[config.mk]
export PLATFORM = sky130hd
export DESIGN_NAME = stack_seq
export DESIGN_NICKNAME = d
export VERILOG_FILES = /design/src/rtl/stack_seq.sv
export SDC_FILE = /design/constraint.sdc
export NUM_CORES = 1
export LEC_CHECK = 0
export ABC_AREA = 1
export ABC_CLOCK_PERIOD_IN_PS = 4100
export CORE_MARGIN = 8
export CORE_UTILIZATION = 27
export DETAILED_ROUTE_END_ITERATION = 12
export GPL_TIMING_DRIVEN = 0
export MAX_ROUTING_LAYER = met4
export SYNTH_ARGS = -nofsm -noshare
export SYNTH_HDL_FRONTEND = slang
export SYNTH_SLANG_ARGS = --single-unit
[constraint.sdc]
create_clock -name clk2 -period 4.1 [get_ports clk2]
set_input_delay 0.82 -clock clk2 [delete_from_list [all_inputs] [get_ports clk2]]
set_output_delay 0.82 -clock clk2 [all_outputs]
set_load 0.01 [all_outputs]
[src/rtl/stack_seq.sv]
// 6502 stack push/pull sequencer: drives page-1 memory strobes for multi-byte
// stack commands and writes the final SP back once. Optional macro: STACK_SEQ_OVF_DET_EN.
module stack_seq #(
  parameter logic [7:0] STACK_PAGE = 8'h01
) (
  input  logic        clk2,
  input  logic        rst,
  input  logic        RDY,
  input  logic        cmd_valid,
  input  logic [3:0]  cmd,
  output logic        ready,
  input  logic [7:0]  sp_q,
  input  logic [7:0]  a_in,
  input  logic [7:0]  p_in,
  input  logic [15:0] pc_in,
  output logic [15:0] mem_addr,
  output logic [7:0]  mem_wdata,
  output logic        mem_we,
  output logic        mem_re,
  input  logic [7:0]  mem_rdata,
  output logic        sp_en,
  output logic [7:0]  sp_d,
  output logic        done,
  output logic [7:0]  pul_a,
  output logic [7:0]  pul_p,
  output logic [15:0] pul_pc,
  output logic        ovf
);

  localparam logic [3:0] C_PHA   = 4'd1;
  localparam logic [3:0] C_PHP   = 4'd2;
  localparam logic [3:0] C_PLA   = 4'd3;
  localparam logic [3:0] C_PLP   = 4'd4;
  localparam logic [3:0] C_PSHPC = 4'd5;
  localparam logic [3:0] C_PULPC = 4'd6;
  localparam logic [3:0] C_INTR  = 4'd7;
  localparam logic [3:0] C_RTI   = 4'd8;

  typedef enum logic [2:0] {S_IDLE, S_PUSH, S_PULL_RD, S_PULL_CAP, S_DONE} state_t;
  typedef enum logic [1:0] {D_A, D_P, D_PCL, D_PCH} dest_t;

  state_t           r_state, w_next;
  logic [7:0]       r_ptr;
  logic [1:0]       r_idx, r_last;
  logic [3:0]       r_kind;
  logic [3:0][7:0]  r_buf;
  logic [15:0]      r_addr;
  logic [7:0]       r_wdata;
  logic [7:0]       r_pul_a, r_pul_p;
  logic [15:0]      r_pul_pc;

  logic             w_legal, w_push, w_acc, w_last_byte;
  logic [1:0]       w_last;
  logic [3:0][7:0]  w_buf;
  logic [7:0]       w_ptr_inc;
  dest_t            w_dest;

  assign w_ptr_inc   = r_ptr + 8'd1;
  assign w_acc       = (r_state == S_IDLE) & RDY & cmd_valid & w_legal;
  assign w_last_byte = (r_idx == r_last);

  // Command decode: push bytes are queued in the order they hit memory.
  always_comb begin
    w_legal = 1'b1;
    w_push  = 1'b0;
    w_last  = 2'd0;
    w_buf   = '0;
    case (cmd)
      C_PHA:   begin w_push = 1'b1; w_buf[0] = a_in; end
      C_PHP:   begin w_push = 1'b1; w_buf[0] = p_in; end
      C_PLA, C_PLP: ;
      C_PSHPC: begin
        w_push = 1'b1; w_last = 2'd1;
        w_buf[0] = pc_in[15:8]; w_buf[1] = pc_in[7:0];
      end
      C_PULPC: w_last = 2'd1;
      C_INTR:  begin
        w_push = 1'b1; w_last = 2'd2;
        w_buf[0] = pc_in[15:8]; w_buf[1] = pc_in[7:0]; w_buf[2] = p_in;
      end
      C_RTI:   w_last = 2'd2;
      default: w_legal = 1'b0;
    endcase
  end

  // Destination of the byte being captured, by command and byte index.
  always_comb begin
    w_dest = D_A;
    case (r_kind)
      C_PLP:   w_dest = D_P;
      C_PULPC: w_dest = (r_idx == 2'd0) ? D_PCL : D_PCH;
      C_RTI:   w_dest = (r_idx == 2'd0) ? D_P : (r_idx == 2'd1) ? D_PCL : D_PCH;
      default: w_dest = D_A;
    endcase
  end

  always_comb begin
    w_next = r_state;
    case (r_state)
      S_IDLE:     if (w_acc) w_next = w_push ? S_PUSH : S_PULL_RD;
      S_PUSH:     if (w_last_byte) w_next = S_DONE;
      S_PULL_RD:  w_next = S_PULL_CAP;
      S_PULL_CAP: w_next = w_last_byte ? S_DONE : S_PULL_RD;
      S_DONE:     w_next = S_IDLE;
      default:    w_next = S_IDLE;
    endcase
    if (!RDY) w_next = r_state;
  end

  // Address/data follow the live pointer while strobing and hold the last value otherwise.
  always_comb begin
    ready     = (r_state == S_IDLE);
    mem_we    = 1'b0;
    mem_re    = 1'b0;
    sp_en     = 1'b0;
    done      = 1'b0;
    sp_d      = '0;
    mem_addr  = r_addr;
    mem_wdata = r_wdata;
    case (r_state)
      S_PUSH: begin
        mem_we    = RDY;
        mem_addr  = {STACK_PAGE, r_ptr};
        mem_wdata = r_buf[r_idx];
      end
      S_PULL_RD: begin
        mem_re   = RDY;
        mem_addr = {STACK_PAGE, w_ptr_inc};
      end
      S_DONE: begin
        sp_en = RDY;
        done  = RDY;
        sp_d  = r_ptr;
      end
      default: ;
    endcase
  end

  always_ff @(posedge clk2 or negedge rst) begin
    if (!rst) begin
      r_state  <= S_IDLE;
      r_ptr    <= '0;
      r_idx    <= '0;
      r_last   <= '0;
      r_kind   <= '0;
      r_buf    <= '0;
      r_addr   <= '0;
      r_wdata  <= '0;
      r_pul_a  <= '0;
      r_pul_p  <= '0;
      r_pul_pc <= '0;
    end else begin
      r_state <= w_next;
      if (RDY) begin
        case (r_state)
          S_IDLE: if (w_acc) begin
            r_ptr  <= sp_q;
            r_idx  <= 2'd0;
            r_last <= w_last;
            r_kind <= cmd;
            r_buf  <= w_buf;
          end
          S_PUSH: begin
            r_addr  <= {STACK_PAGE, r_ptr};
            r_wdata <= r_buf[r_idx];
            r_ptr   <= r_ptr - 8'd1;
            r_idx   <= r_idx + 2'd1;
          end
          S_PULL_RD: begin
            r_addr <= {STACK_PAGE, w_ptr_inc};
            r_ptr  <= w_ptr_inc;
          end
          S_PULL_CAP: begin
            r_idx <= r_idx + 2'd1;
            case (w_dest)
              D_A:     r_pul_a        <= mem_rdata;
              D_P:     r_pul_p        <= mem_rdata;
              D_PCL:   r_pul_pc[7:0]  <= mem_rdata;
              default: r_pul_pc[15:8] <= mem_rdata;
            endcase
          end
          default: ;
        endcase
      end
    end
  end

  assign pul_a  = r_pul_a;
  assign pul_p  = r_pul_p;
  assign pul_pc = r_pul_pc;

`ifdef STACK_SEQ_OVF_DET_EN
  logic r_ovf;
  // Sticky wrap flag; a fresh command strobe in IDLE clears it.
  always_ff @(posedge clk2 or negedge rst) begin
    if (!rst) begin
      r_ovf <= 1'b0;
    end else if (RDY) begin
      if (r_state == S_IDLE && cmd_valid && r_ovf)
        r_ovf <= 1'b0;
      else if ((r_state == S_PUSH && r_ptr == 8'h00) ||
               (r_state == S_PULL_RD && r_ptr == 8'hFF))
        r_ovf <= 1'b1;
    end
  end
  assign ovf = r_ovf;
`else
  assign ovf = 1'b0;
`endif

endmodule

==> impl_metrics.yaml, run 1 <==
global_route:
  grt_pass1_vias: 4627
  grt_pass1_wl_mm: 24.4
  grt_max_degree: 62
  grt-ovfl-total: 0
  grt_util_all_layers: 0.133
  grt_antenna_before_repair: 0
layout:
  antennaDiodeCount: 0
  layout_commonest_cell: "nand2_1"
  design_area_mm2: 0.00691
  final_cells: 1032
  area_growth_pct: 37.2
  postLayoutCoreUtil: 0.373
  nets: 854
  layout-drive-gt1-share: 0.0664
  final_cell_mix: "nand2_1, clkdlybuf4s50_1, dfrtp_1"
place:
  dp_cells: 1017
  routabilityCongestion: 0.880
  place_area_mm2: 0.00659
  port_buffers: 123
  dp_slack_ps: 998
  dp_hpwl_mm: 11.6
worst_setup_path:
  worstSetupEndpointType: "primary output"
  critPathMaxStageDelay_ps: 570
  crit_fanout: 10
  crit_slowest_cell: "clkdlybuf4s50_1"
  cp.required_ps: 3280
  crit_type: "reg2out"
  start_kind: "register"
  crit_arrival_ps: 2600
  cp_cell_sequence: "buf_4 > nor2_2 > nand2_2 > buf_2 > o21ai_0 > o21bai_1 > clkdlybuf4s50_1"
timing:
  rsz0062_at_grt: "no"
  tightest_slew_ps: 744
  setup_viol: 0
  hold_viol: 0
  post-route-min-period_ps: 3420
  slew_headroom: 0.504
  fin_setup_tns_ps: 0
  timing.final.ws_setup_ps: 683
  fmax_ghz: 0.293
  drv_slew: 0
  fin_worst_skew_ps: 6.21
  post-route-period-util: 0.834
synthesis:
  synthCells: 659
  synthesis.area_mm2: 0.00504
  synth-seq-area-share: 0.492
  avgSynthCellArea_um2: 7.65
  syn_nets: 719
  ys_ff_latch: 99
  yosys_warnings: 0
  ys_types: 33
route:
  drt_iter0_drc: 181
  wirelength_mm: 14.9
  routed_via_density: 4.51
  first_pass_iters: 5
  vias: 4651
  post-route-drc-count: 0
  avgRoutedWirePerCell_um: 14.4
  detail-route-antenna-nets: 0
cts:
  cts_setup_buffers: 0
  cts_buffers: 9
  cts_hold_buffers: 0
  cts_tree: "built"
  cts_buffer_depth: 2
  h-tree-depth: 3
  insertion_delay_ps: 340
  path_clk_slew_ps: 70
  cts_sinks: 99
  clockRootBuffer: "clkbuf_16"
  cts.repair.resized: 0
run:
  maxCapViolCount: 0
floorplanning:
  fp.dieW_um: 153
  design.portCount: 126
  die_y_um: 153
  rows: 50
  core_mm2: 0.0185
  floorplan.initialDensity: 0.272
  die_area_mm2: 0.0233
worst_hold_path:
  hold_path.class: "in2async"
power:
  p_leak_nw: 3.18
  ir_drop_mv: 0.204
  powerDensity_mw_per_mm2: 665
status:
  outcome: "completed"
-- power breakdown --
group          total, mW  internal [mW]  leakage (nW)  switching, mW
clock              0.927          0.553         0.159          0.374
combinational       2.16          0.963          1.73           1.20
sequential          1.51           1.30          1.29          0.213
-- registers in the layout, summed over array words and instances, names as in the netlist --
name,count
pul_p,8
r_kind,4
r_buf,24
r_last,2
r_wdata,8
r_ptr,8
r_state,3
pul_pc,16
pul_a,8
r_addr,16
r_idx,2
-- final cells by class --
cell class | count | area, um2
Clock buffer | 10 | 239
Clock inverter | 5 | 86.3
Multi-Input combinational cell | 468 | 2160
Sequential cell | 99 | 2480
Inverter | 68 | 263
Buffer | 24 | 143
Tap cell | 234 | 293
Timing Repair Buffer | 124 | 1260
Fill cell | 1929 | 11600
-- per-layer routing --
| layer | global-route usage | vias to the layer above | share of wire |
|---|---|---|---|
| met3 | 0.0210 | 12 | 0.046 |
| met1 | 0.163 | 2155 | 0.46 |
| met4 | 0.0452 | 0 | 0.014 |
| met2 | 0.218 | 108 | 0.48 |
| li1 | - | 2376 | - |
| met5 | - | - | 0 |
-- through the flow --
step / hold WS [ps] / power [mW]
6_report: 456 / 4.60
5_1_grt: 492 / 4.96
4_1_cts: 465 / 4.66
3_5_place_dp: 448 / 3.71
3_3_place_gp: 442 / 3.68
2_1_floorplan: 427 / 2.74
-- path summary, 6_finish.rpt --
kind                       cells after the start  slack [ps]        from           to
hold reg to reg                                2         460   r_addr[8]    r_addr[8]
setup / recovery                               7         680  r_state[2]  mem_addr[6]
setup reg to reg                               9        1780    r_idx[0]    pul_pc[8]
hold / removal                                 1         460         rst   r_addr[12]
min in group clk2                              2         460   r_addr[8]    r_addr[8]
max in group asynchronous                      2        2960         rst     r_buf[6]
-- kinds of logic (layout without fill, tap and decap cells) --
logic type               count (synthesis)  after routing  synth area share
AND/OR/NAND/NOR                        339            339             0.283
AO/OA/AOI/OAI                          122            122             0.131
XOR/XNOR                                 2              2           0.00348
other                                    1              1          0.000744
adder cells (fa/ha/maj)                  4              4           0.00993
buffers and inverters                   92            231            0.0804
flip-flops                              99             99             0.492
-- critical path: cells and delay by family (launching register included) --
family          cells  cell delay [ps]
compound gates      2              450
simple gates        2              440
flops               1              360
buf+inv             3             1010
-- cell usage after synthesis --
master      n  area (um2)
nand2_2     4        25.0
nor2_1     80         300
nor2_2      2        12.5
o21bai_1    1        7.51
o211ai_1    6        45.0
nand2_4     1        11.3
buf_4       6        45.0
nand3_2     2        20.0
inv_1      61         229
o21ai_1     1        5.00
nor3_1      1        5.00
buf_2       5        25.0
inv_8       1        11.3
xnor2_1     2        17.5
clkbuf_1    8        30.0
nor3_2      2        20.0
clkinv_1    2        7.51
nand4_1     6        37.5
nand3_1    38         190
ha_1        4        50.1
nor3b_1     1        7.51
o22ai_1     8        50.1
a21oi_1    28         140
o21a_1      9        67.6
buf_6       3        33.8
inv_2       4        15.0
nor2_4      5        56.3
dfrtp_1    99        2480
o21ai_0    69         345
nand2_1   197         739
buf_1       1        3.75
conb_1      1        3.75
clkbuf_2    1        5.00
No activity file was read; power rests on OpenSTA's default activity.
==> run 2: changes to the inputs <==
--- a/config.mk
+++ b/config.mk
@@ -6,7 +6,7 @@
 export NUM_CORES = 1
 export LEC_CHECK = 0
 export ABC_AREA = 1
-export ABC_CLOCK_PERIOD_IN_PS = 4100
+export ABC_CLOCK_PERIOD_IN_PS = 2870
 export CORE_MARGIN = 8
 export CORE_UTILIZATION = 27
 export DETAILED_ROUTE_END_ITERATION = 12
==> constraint.sdc (replaced) <==
create_clock -name clk2 -period 2.87 [get_ports clk2]
set_input_delay 0.574 -clock clk2 [delete_from_list [all_inputs] [get_ports clk2]]
set_output_delay 0.574 -clock clk2 [all_outputs]
set_load 0.01 [all_outputs]
==> run 2 against run 1 <==
Compared with the run above: wire length increased by 1.5%; flip-flop and latch count unchanged; sequential share of layout area decreased by 0.51 points; total power increased by 46%; non-clock buffer count increased by 6; clock power increased by 43%; clock skew about the same; die area unchanged; utilization increased by 0.59 points; sequential power increased by 44%; register-to-register slack got worse by 1100 ps; critical path type unchanged.
==> impl_metrics.yaml, run 2 (synthesis gave the netlist of run 1 again) <==
status:
  outcome: "completed"
timing:
  setup_viol: 0
  slew_headroom: 0.512
  fmax_ghz: 0.360
  fin_worst_skew_ps: 6.32
  post-route-period-util: 0.968
  post-route-min-period_ps: 2780
  timing.final.ws_setup_ps: 91.3
  hold_viol: 0
  rsz0062_at_grt: "yes"
  tightest_slew_ps: 733
  drv_slew: 0
layout:
  final_cell_mix: "nand2_1, clkdlybuf4s50_1, dfrtp_1"
  nets: 860
  top_register: "r_buf"
  antennaDiodeCount: 0
  layout-drive-gt1-share: 0.0871
  layout_commonest_cell: "nand2_1"
  largest_register_ffs: 24
  area_growth_pct: 39.4
global_route:
  grt_pass1_wl_mm: 24.7
  grt_util_all_layers: 0.134
  grt_pass1_vias: 4674
  grt-ovfl-total: 0
  grt_max_degree: 62
  grt_antenna_before_repair: 0
power:
  ir_drop_mv: 0.311
  p_leak_nw: 3.29
  finalPower_mw: 6.71
  powerDensity_mw_per_mm2: 955
floorplanning:
  die_y_um: 153
  rows: 50
  core_mm2: 0.0185
  die_area_mm2: 0.0233
  floorplan.initialDensity: 0.272
  fp.dieW_um: 153
  design.portCount: 126
worst_hold_path:
  hold_path.class: "in2async"
run:
  maxCapViolCount: 0
place:
  port_buffers: 123
  dp_hpwl_mm: 11.6
  routabilityCongestion: 0.880
  dp_slack_ps: 56.4
route:
  post-route-drc-count: 0
  avgRoutedWirePerCell_um: 14.6
  drt_iter0_drc: 210
  vias: 4692
  routed_via_density: 4.52
  first_pass_iters: 5
  wirelength_mm: 15.1
  detail-route-antenna-nets: 0
worst_setup_path:
  crit_arrival_ps: 2200
  crit_fanout: 10
  worstSetupEndpointType: "primary output"
  reg2reg_depth: 9
  crit_type: "reg2out"
  ff2ff_setup_slack_ps: 660
  r2r_start: "r_idx[0]"
  start_kind: "register"
  rr_endpoint: "pul_pc[8]"
  cp.required_ps: 2300
cts:
  cts_hold_buffers: 0
  cts_buffer_depth: 2
  path_clk_slew_ps: 70
  insertion_delay_ps: 350
  cts_tree: "built"
  clockRootBuffer: "clkbuf_16"
  cts_sinks: 99
  h-tree-depth: 3
  cts_buffers: 9
[run 2: changes by cell type in the layout (fill, tap and decap cells not counted), sizes merged]
cell | before | now
clkbuf | 19 | 18
dlymetal6s2s | 0 | 5
clkinvlp | 0 | 1
buf | 17 | 24
clkdlybuf4s50 | 122 | 117
clkinv | 4 | 3
[run 2: cell type report]
class                      count  area (um2)
buffer                        23         143
clock buffer                  10         239
clock inverter                 5        86.3
fill                        1924       11500
inverter                      68         269
multi-input combinational    468        2190
sequential                    99        2480
tap                          234         293
timing repair buffer         131        1320
[run 2: routing by layer]
metal  wire (um)  track usage  vias up
met4         224       0.0457        0
met1        6930        0.166     2166
met3         766       0.0210       15
li1            -            -     2388
met5           0            -        -
met2        7190        0.220      123
[run 2: repair_timing]
action | 4_1_cts | 5_1_grt
pin swaps | 1 | 2
gates resized for setup | 16 | 15
buffers inserted | 4 | 3
endpoints found under the setup margin | 18 | 15
[run 2: worst max-delay path by stage]
stage                     from           end  slack [ps]  cells past startpoint
finish              r_state[0]  mem_wdata[2]          90                      8
global route          r_idx[1]  mem_wdata[7]         -60                      6
CTS                 r_state[1]   mem_addr[2]           4                      7
detailed placement  r_state[2]   mem_addr[6]          60                      7
global placement           rst      r_buf[4]       -2810                      1
floorplan                  RDY         sp_en         930                      5
[run 2: metrics by stage]
step                setup TNS (ps)  utilization  cell area (um2)  std cells  hold slack (ps)
finish                           0        0.379             7020       1038              208
global route                 -80.3        0.379             7020       1038              246
CTS                              0        0.377             6980       1036              221
detailed placement               0        0.356             6590       1017              448
global placement           -277060        0.354             6560       1016              442
floorplan                        0            -             5040        659              278
[run 2: worst max-delay path, stage by stage, from the launching register on]
cell             delay, ps
dfrtp_1                400
inv_2                  150
nor2_4                  70
nand2_4                100
buf_4                  210
a21oi_1                 60
o21ai_1                140
o21a_1                 180
clkdlybuf4s50_1        540
[run 2: report_power, final]
| part | switching (mW) | internal (mW) |
|---|---|---|
| clock | 0.539 | 0.789 |
| combinational | 1.76 | 1.43 |
| sequential | 0.326 | 1.86 |
